==> config.mk <==
export PLATFORM = sky130hd
export DESIGN_NAME = dmem_arbiter
export DESIGN_NICKNAME = d
export VERILOG_FILES = /design/src/rtl/dmem_arbiter_pkg.sv /design/src/rtl/dmem_arbiter_lock_timer.sv /design/src/rtl/dmem_arbiter.sv
export SDC_FILE = /design/constraint.sdc
export NUM_CORES = 1
export LEC_CHECK = 0
export BUFFER_PORTS_ARGS = -buffer_cell sky130_fd_sc_hd__buf_4
export CORE_MARGIN = 3
export CORE_UTILIZATION = 43
export CTS_BUF_LIST = sky130_fd_sc_hd__clkbuf_8
export DETAILED_ROUTE_END_ITERATION = 16
export PLACE_DENSITY = 0.91
export SYNTH_ARGS = -nofsm -noshare
export SYNTH_HDL_FRONTEND = slang
export SYNTH_SLANG_ARGS = --single-unit
==> constraint.sdc <==
create_clock -name clk -period 2.16 [get_ports clk]
set_input_delay 0.108 -clock clk [delete_from_list [all_inputs] [get_ports clk]]
set_output_delay 0.108 -clock clk [all_outputs]
set_load 0.01 [all_outputs]
==> src/rtl/dmem_arbiter_pkg.sv <==
// Shared definitions for the data-memory arbiter: default geometry and FSM encodings.
package dmem_arbiter_pkg;

  // Defaults match the 128x16 data_memory.
  localparam int DMEM_ADDR_W   = 7;
  localparam int DMEM_DATA_W   = 16;
  localparam int DMEM_MAX_LOCK = 8;

  // Encodings kept identical to the legacy header values.
  typedef enum logic [1:0] {
    ST_IDLE = 2'd0,
    ST_OWN0 = 2'd1,
    ST_OWN1 = 2'd2
  } arb_state_t;

endpackage

==> src/rtl/dmem_arbiter_lock_timer.sv <==
// Lock timer: counts consecutive locked-ownership cycles while the other port waits.
module lock_timer
  import dmem_arbiter_pkg::*;
#(
  parameter int MAX_LOCK = DMEM_MAX_LOCK
) (
  input  logic clk,
  input  logic rst,
  input  logic inc,
  input  logic clr,
  output logic expire
);

  localparam int CNT_W = $clog2(MAX_LOCK);

  logic [CNT_W-1:0] cnt;

  // Counter: clear has priority over increment.
  always_ff @(posedge clk or negedge rst) begin
    if (!rst) begin
      cnt <= '0;
    end else if (clr) begin
      cnt <= '0;
    end else if (inc) begin
      cnt <= cnt + CNT_W'(1);
    end
  end

  // Expire on the last permitted locked cycle.
  assign expire = (cnt == CNT_W'(MAX_LOCK - 1));

endmodule

==> src/rtl/dmem_arbiter.sv <==
// Data-memory arbiter: shares the single-port data memory between the CPU (port 0)
// and the debug/loader (port 1) with owner-based round-robin, optional lock and lock timeout.
module dmem_arbiter
  import dmem_arbiter_pkg::*;
#(
  parameter int ADDR_W   = DMEM_ADDR_W,
  parameter int DATA_W   = DMEM_DATA_W,
  parameter int MAX_LOCK = DMEM_MAX_LOCK
) (
  input  logic              clk,
  input  logic              rst,
  input  logic              req_0,
  input  logic              we_0,
  input  logic              lock_0,
  input  logic [ADDR_W-1:0] addr_0,
  input  logic [DATA_W-1:0] wdata_0,
  input  logic              req_1,
  input  logic              we_1,
  input  logic              lock_1,
  input  logic [ADDR_W-1:0] addr_1,
  input  logic [DATA_W-1:0] wdata_1,
  output logic              gnt_0,
  output logic              gnt_1,
  output logic              rvalid_0,
  output logic              rvalid_1,
  output logic [DATA_W-1:0] rdata_0,
  output logic [DATA_W-1:0] rdata_1,
  output logic              lock_abort,
  output logic              mem_we,
  output logic              mem_re,
  output logic [ADDR_W-1:0] mem_addr,
  output logic [DATA_W-1:0] mem_wdata,
  input  logic [DATA_W-1:0] mem_rdata
);

  arb_state_t state, state_nxt;
  logic       last, last_nxt;      // last owner; a tie goes to the other port
  logic       lock_inc;
  logic       lock_expire;
  logic       abort_nxt;

  // Next owner: tie-break on last owner, locked hold bounded by the lock timer.
  always_comb begin
    state_nxt = state;
    last_nxt  = last;
    lock_inc  = 1'b0;
    abort_nxt = 1'b0;
    case (state)
      ST_IDLE: begin
        if (req_0 && req_1) begin
          state_nxt = last ? ST_OWN0 : ST_OWN1;
        end else if (req_0) begin
          state_nxt = ST_OWN0;
        end else if (req_1) begin
          state_nxt = ST_OWN1;
        end
      end
      ST_OWN0: begin
        if (req_0 && lock_0 && req_1) begin
          if (lock_expire) begin
            state_nxt = ST_OWN1;
            abort_nxt = 1'b1;
          end else begin
            lock_inc = 1'b1;
          end
        end else if (req_1) begin
          state_nxt = ST_OWN1;
        end else if (!req_0) begin
          state_nxt = ST_IDLE;
        end
        if (state_nxt != ST_OWN0) last_nxt = 1'b0;
      end
      ST_OWN1: begin
        if (req_1 && lock_1 && req_0) begin
          if (lock_expire) begin
            state_nxt = ST_OWN0;
            abort_nxt = 1'b1;
          end else begin
            lock_inc = 1'b1;
          end
        end else if (req_0) begin
          state_nxt = ST_OWN0;
        end else if (!req_1) begin
          state_nxt = ST_IDLE;
        end
        if (state_nxt != ST_OWN1) last_nxt = 1'b1;
      end
      default: state_nxt = ST_IDLE;
    endcase
  end

  // Any cycle that is not a locked hold under contention restarts the count.
  lock_timer #(
    .MAX_LOCK(MAX_LOCK)
  ) u_lock_timer (
    .clk    (clk),
    .rst    (rst),
    .inc    (lock_inc),
    .clr    (!lock_inc),
    .expire (lock_expire)
  );

  // Arbiter state, last owner and the registered timeout pulse.
  always_ff @(posedge clk or negedge rst) begin
    if (!rst) begin
      state      <= ST_IDLE;
      last       <= 1'b1;
      lock_abort <= 1'b0;
    end else begin
      state      <= state_nxt;
      last       <= last_nxt;
      lock_abort <= abort_nxt;
    end
  end

  // Grants follow the registered owner, so they drop as soon as reset clears the state.
  assign gnt_0 = (state == ST_OWN0) && req_0;
  assign gnt_1 = (state == ST_OWN1) && req_1;

  // Memory port driven from the granted requester, idle otherwise.
  always_comb begin
    mem_we    = 1'b0;
    mem_re    = 1'b0;
    mem_addr  = '0;
    mem_wdata = '0;
    if (gnt_0) begin
      mem_we    = we_0;
      mem_re    = !we_0;
      mem_addr  = addr_0;
      mem_wdata = wdata_0;
    end else if (gnt_1) begin
      mem_we    = we_1;
      mem_re    = !we_1;
      mem_addr  = addr_1;
      mem_wdata = wdata_1;
    end
  end

  // Read return: capture data at the end of a read grant, valid for one cycle.
  always_ff @(posedge clk or negedge rst) begin
    if (!rst) begin
      rvalid_0 <= 1'b0;
      rvalid_1 <= 1'b0;
      rdata_0  <= '0;
      rdata_1  <= '0;
    end else begin
      rvalid_0 <= gnt_0 && !we_0;
      rvalid_1 <= gnt_1 && !we_1;
      if (gnt_0 && !we_0) rdata_0 <= mem_rdata;
      if (gnt_1 && !we_1) rdata_1 <= mem_rdata;
    end
  end

endmodule

==> qor.csv <==
metric;value;unit
synthTopCellsByArea;dfrtp_1 (49%), mux2_2 (18%), a22o_1 (11%);
first_pass_iters;4;
fin_setup_tns;0;ps
clockBufferDepth;2;
antenna_found_initial;0;
grt_max_degree;42;
ir_drop;0.6976;mV
final_antenna_net_count;0;
nNetsFinal;368;
crit_top_cell;buf_4;
max_freq;506.4;MHz
n_fill_cell;337;
track_usage;19.09;%
wl_per_cell;15.92;um
critPathMaxFanout;26;
hpwl;4.340;mm
grt_pass1_wl;8.052;mm
synth_edf_count;0;
r2r-start;u_lock_timer.cnt[0];
setup_viol;0;
powerDensity;1122;nW/um^2
root_buffer;clkbuf_8;
rsz0062_at_grt;false;
syn-num-nets;236;
worstPathBufferInverterCount;3;
area_delta_synth_final;54.60;%
path_cells;inv_1 > ha_1 > and2_1 > buf_4 > a22o_1 > buf_4;
cp.arrival;1870;ps
synth_area_leader_cell;dfrtp_1;
power_leakage;1.636;nW
drive_above_1_share;60.82;%
core;4444;um^2
min_period;1975;ps
design.die.area;5577;um^2
ios;132;
cts_buffers;5;
num_vias;1778;
drt-initial-drc-count;38;
end_kind;output port;
worstSetupStartpointType;flip-flop;
hold_class;in2reg;
synth_top_area_share;49.35;%
cts_tree;built;
clk_pin_slew;80;ps
min_period_over_period;91.42;%
floorplan.rows;24;
reg2reg_to;state[1];
crit_start;state[1];
dpl.cell_count;335;
max-cap-violations;0;
die_x;74.68;um
yosys-top-cells-count;dfrtp_1 (40), mux2_2 (32), a22o_1 (26);
syn_area;2028;um^2
grt_pass1_vias;1749;
clock_latency;280;ps
rr_worst_depth;6;
diodes;0;
wl;5.461;mm
cpMaxStageDelayCell;dfrtp_2;
synth_most_common_cell;dfrtp_1;
grt-ovfl-total;0;
outcome;complete, no violations;
layout.cells.non_filler;343;
cpPeakStageDelay;450;ps
cp.required;2050;ps
die_h;74.68;um
synth_cell_types;29;
routabilityCongestion;0.7589;
synth_area_per_cell;12.76;um^2
yosysWarnings;0;
htree_levels;2;
min-delay-start;mem_rdata[10];
final_cell_area;3136;um^2
r2r_slack;340;ps
netlist_instances;159;
finClkSkew;3.605;ps
place_ws;348.0;ps
critPathTopFamily;buffers and inverters;
start_util;45.64;%
placed_area;3032;um^2
route.detailed.drc;0;
crit_type;reg2out;
layout_setup_ws;185.3;ps
port_buffers;131;
hold_viol_final;0;
drv_slew;0;
ys_seq_area_share;50.65;%
cp-endpoint;mem_wdata[14];
cp_num_cells;6;
cts_num_sinks;41;
ys_ff_latch;41;
slew_headroom;66.38;%
vias_per_cell;5.184;
async_flop_share;100.0;%
synth-main-ff-cell;dfrtp_1;
finalPower;3.517;mW
tightest_slew;504.3;ps
## flip-flops by register name (all words and copies together) (netlist names)
register and count:
u_lock_timer.cnt 3, rdata_0 16, state 2, rdata_1 16, lock_abort 1, rvalid_1 1
rvalid_0 1, last 1
## how the worst min path moves through the flow
stage                       end  cells past startpoint
finish              rdata_0[10]                      2
global route        rdata_0[10]                      2
CTS                  rdata_0[9]                      2
detailed placement  rdata_0[15]                      1
global placement    rdata_0[15]                      1
floorplan            lock_abort                      0
## timing repair
item,CTS,global route
resized for setup,0,5
endpoints found under the hold margin,40,0
hold buffers,1,0
endpoints found under the setup margin,0,25
buffers inserted,0,0
## final cells by class
| cell class | instances | area, um^2 | area share (%) |
|---|---|---|---|
| Timing Repair Buffer | 136 | 1031 | 32.88 |
| Sequential cell | 41 | 1030 | 32.84 |
| Multi-Input combinational cell | 99 | 898.4 | 28.65 |
| Clock buffer | 5 | 68.82 | 2.195 |
| Tap cell | 52 | 65.06 | 2.075 |
| Inverter | 8 | 30.03 | 0.9577 |
| Clock inverter | 2 | 12.51 | 0.3990 |
## per-stage QoR
step                hold slack [ps]  util [%]
finish                        61.45     70.55
global route                  42.80     70.55
CTS                           49.79     70.27
detailed placement            117.0     68.22
global placement              108.9     68.22
floorplan                    -187.6         -
## metal layers
metal  wire (um)  vias to the layer above  track usage, %
li1            -                      848               -
met1        1963                      845           20.62
met2        2892                       83           35.32
met3         584                        2           7.210
met4          21                        0           4.348
met5           0                        -               0
## where the power goes
group	switching, mW	internal (mW)	leakage, nW
logic	0.735	1.01	1.09
registers	0.197	1.11	0.502
clock network	0.243	0.219	0.0454
## placed cells by master, fill, tap and decap left out, drive strengths merged
cell / count
and2: 3
mux2i: 1
a221oi: 3
o21ai: 3
clkbuf: 5
a21boi: 1
clkinv: 1
o31ai: 1
o2bb2ai: 1
nor3: 1
mux2: 32
a22o: 26
a21oi: 1
nand3b: 2
dlygate4sd3: 1
nand2b: 3
nor3b: 2
a211oi: 1
nand3: 2
ha: 7
a22oi: 3
nor2: 1
nand2: 3
inv: 9
nor4: 1
or2: 1
dfrtp: 40
dfstp: 1
buf: 135
## cell families (layout without fill, tap and decap cells)
logic type / after synthesis / after routing / synth area share, %
flops: 41 / 41 / 50.65
fa+ha+maj: 7 / 7 / 4.318
simple gates: 19 / 19 / 5.428
buf+inv: 19 / 151 / 5.181
mux: 33 / 33 / 18.26
compound gates: 40 / 40 / 16.16
Note: power is estimated with default switching activity, not from simulation.
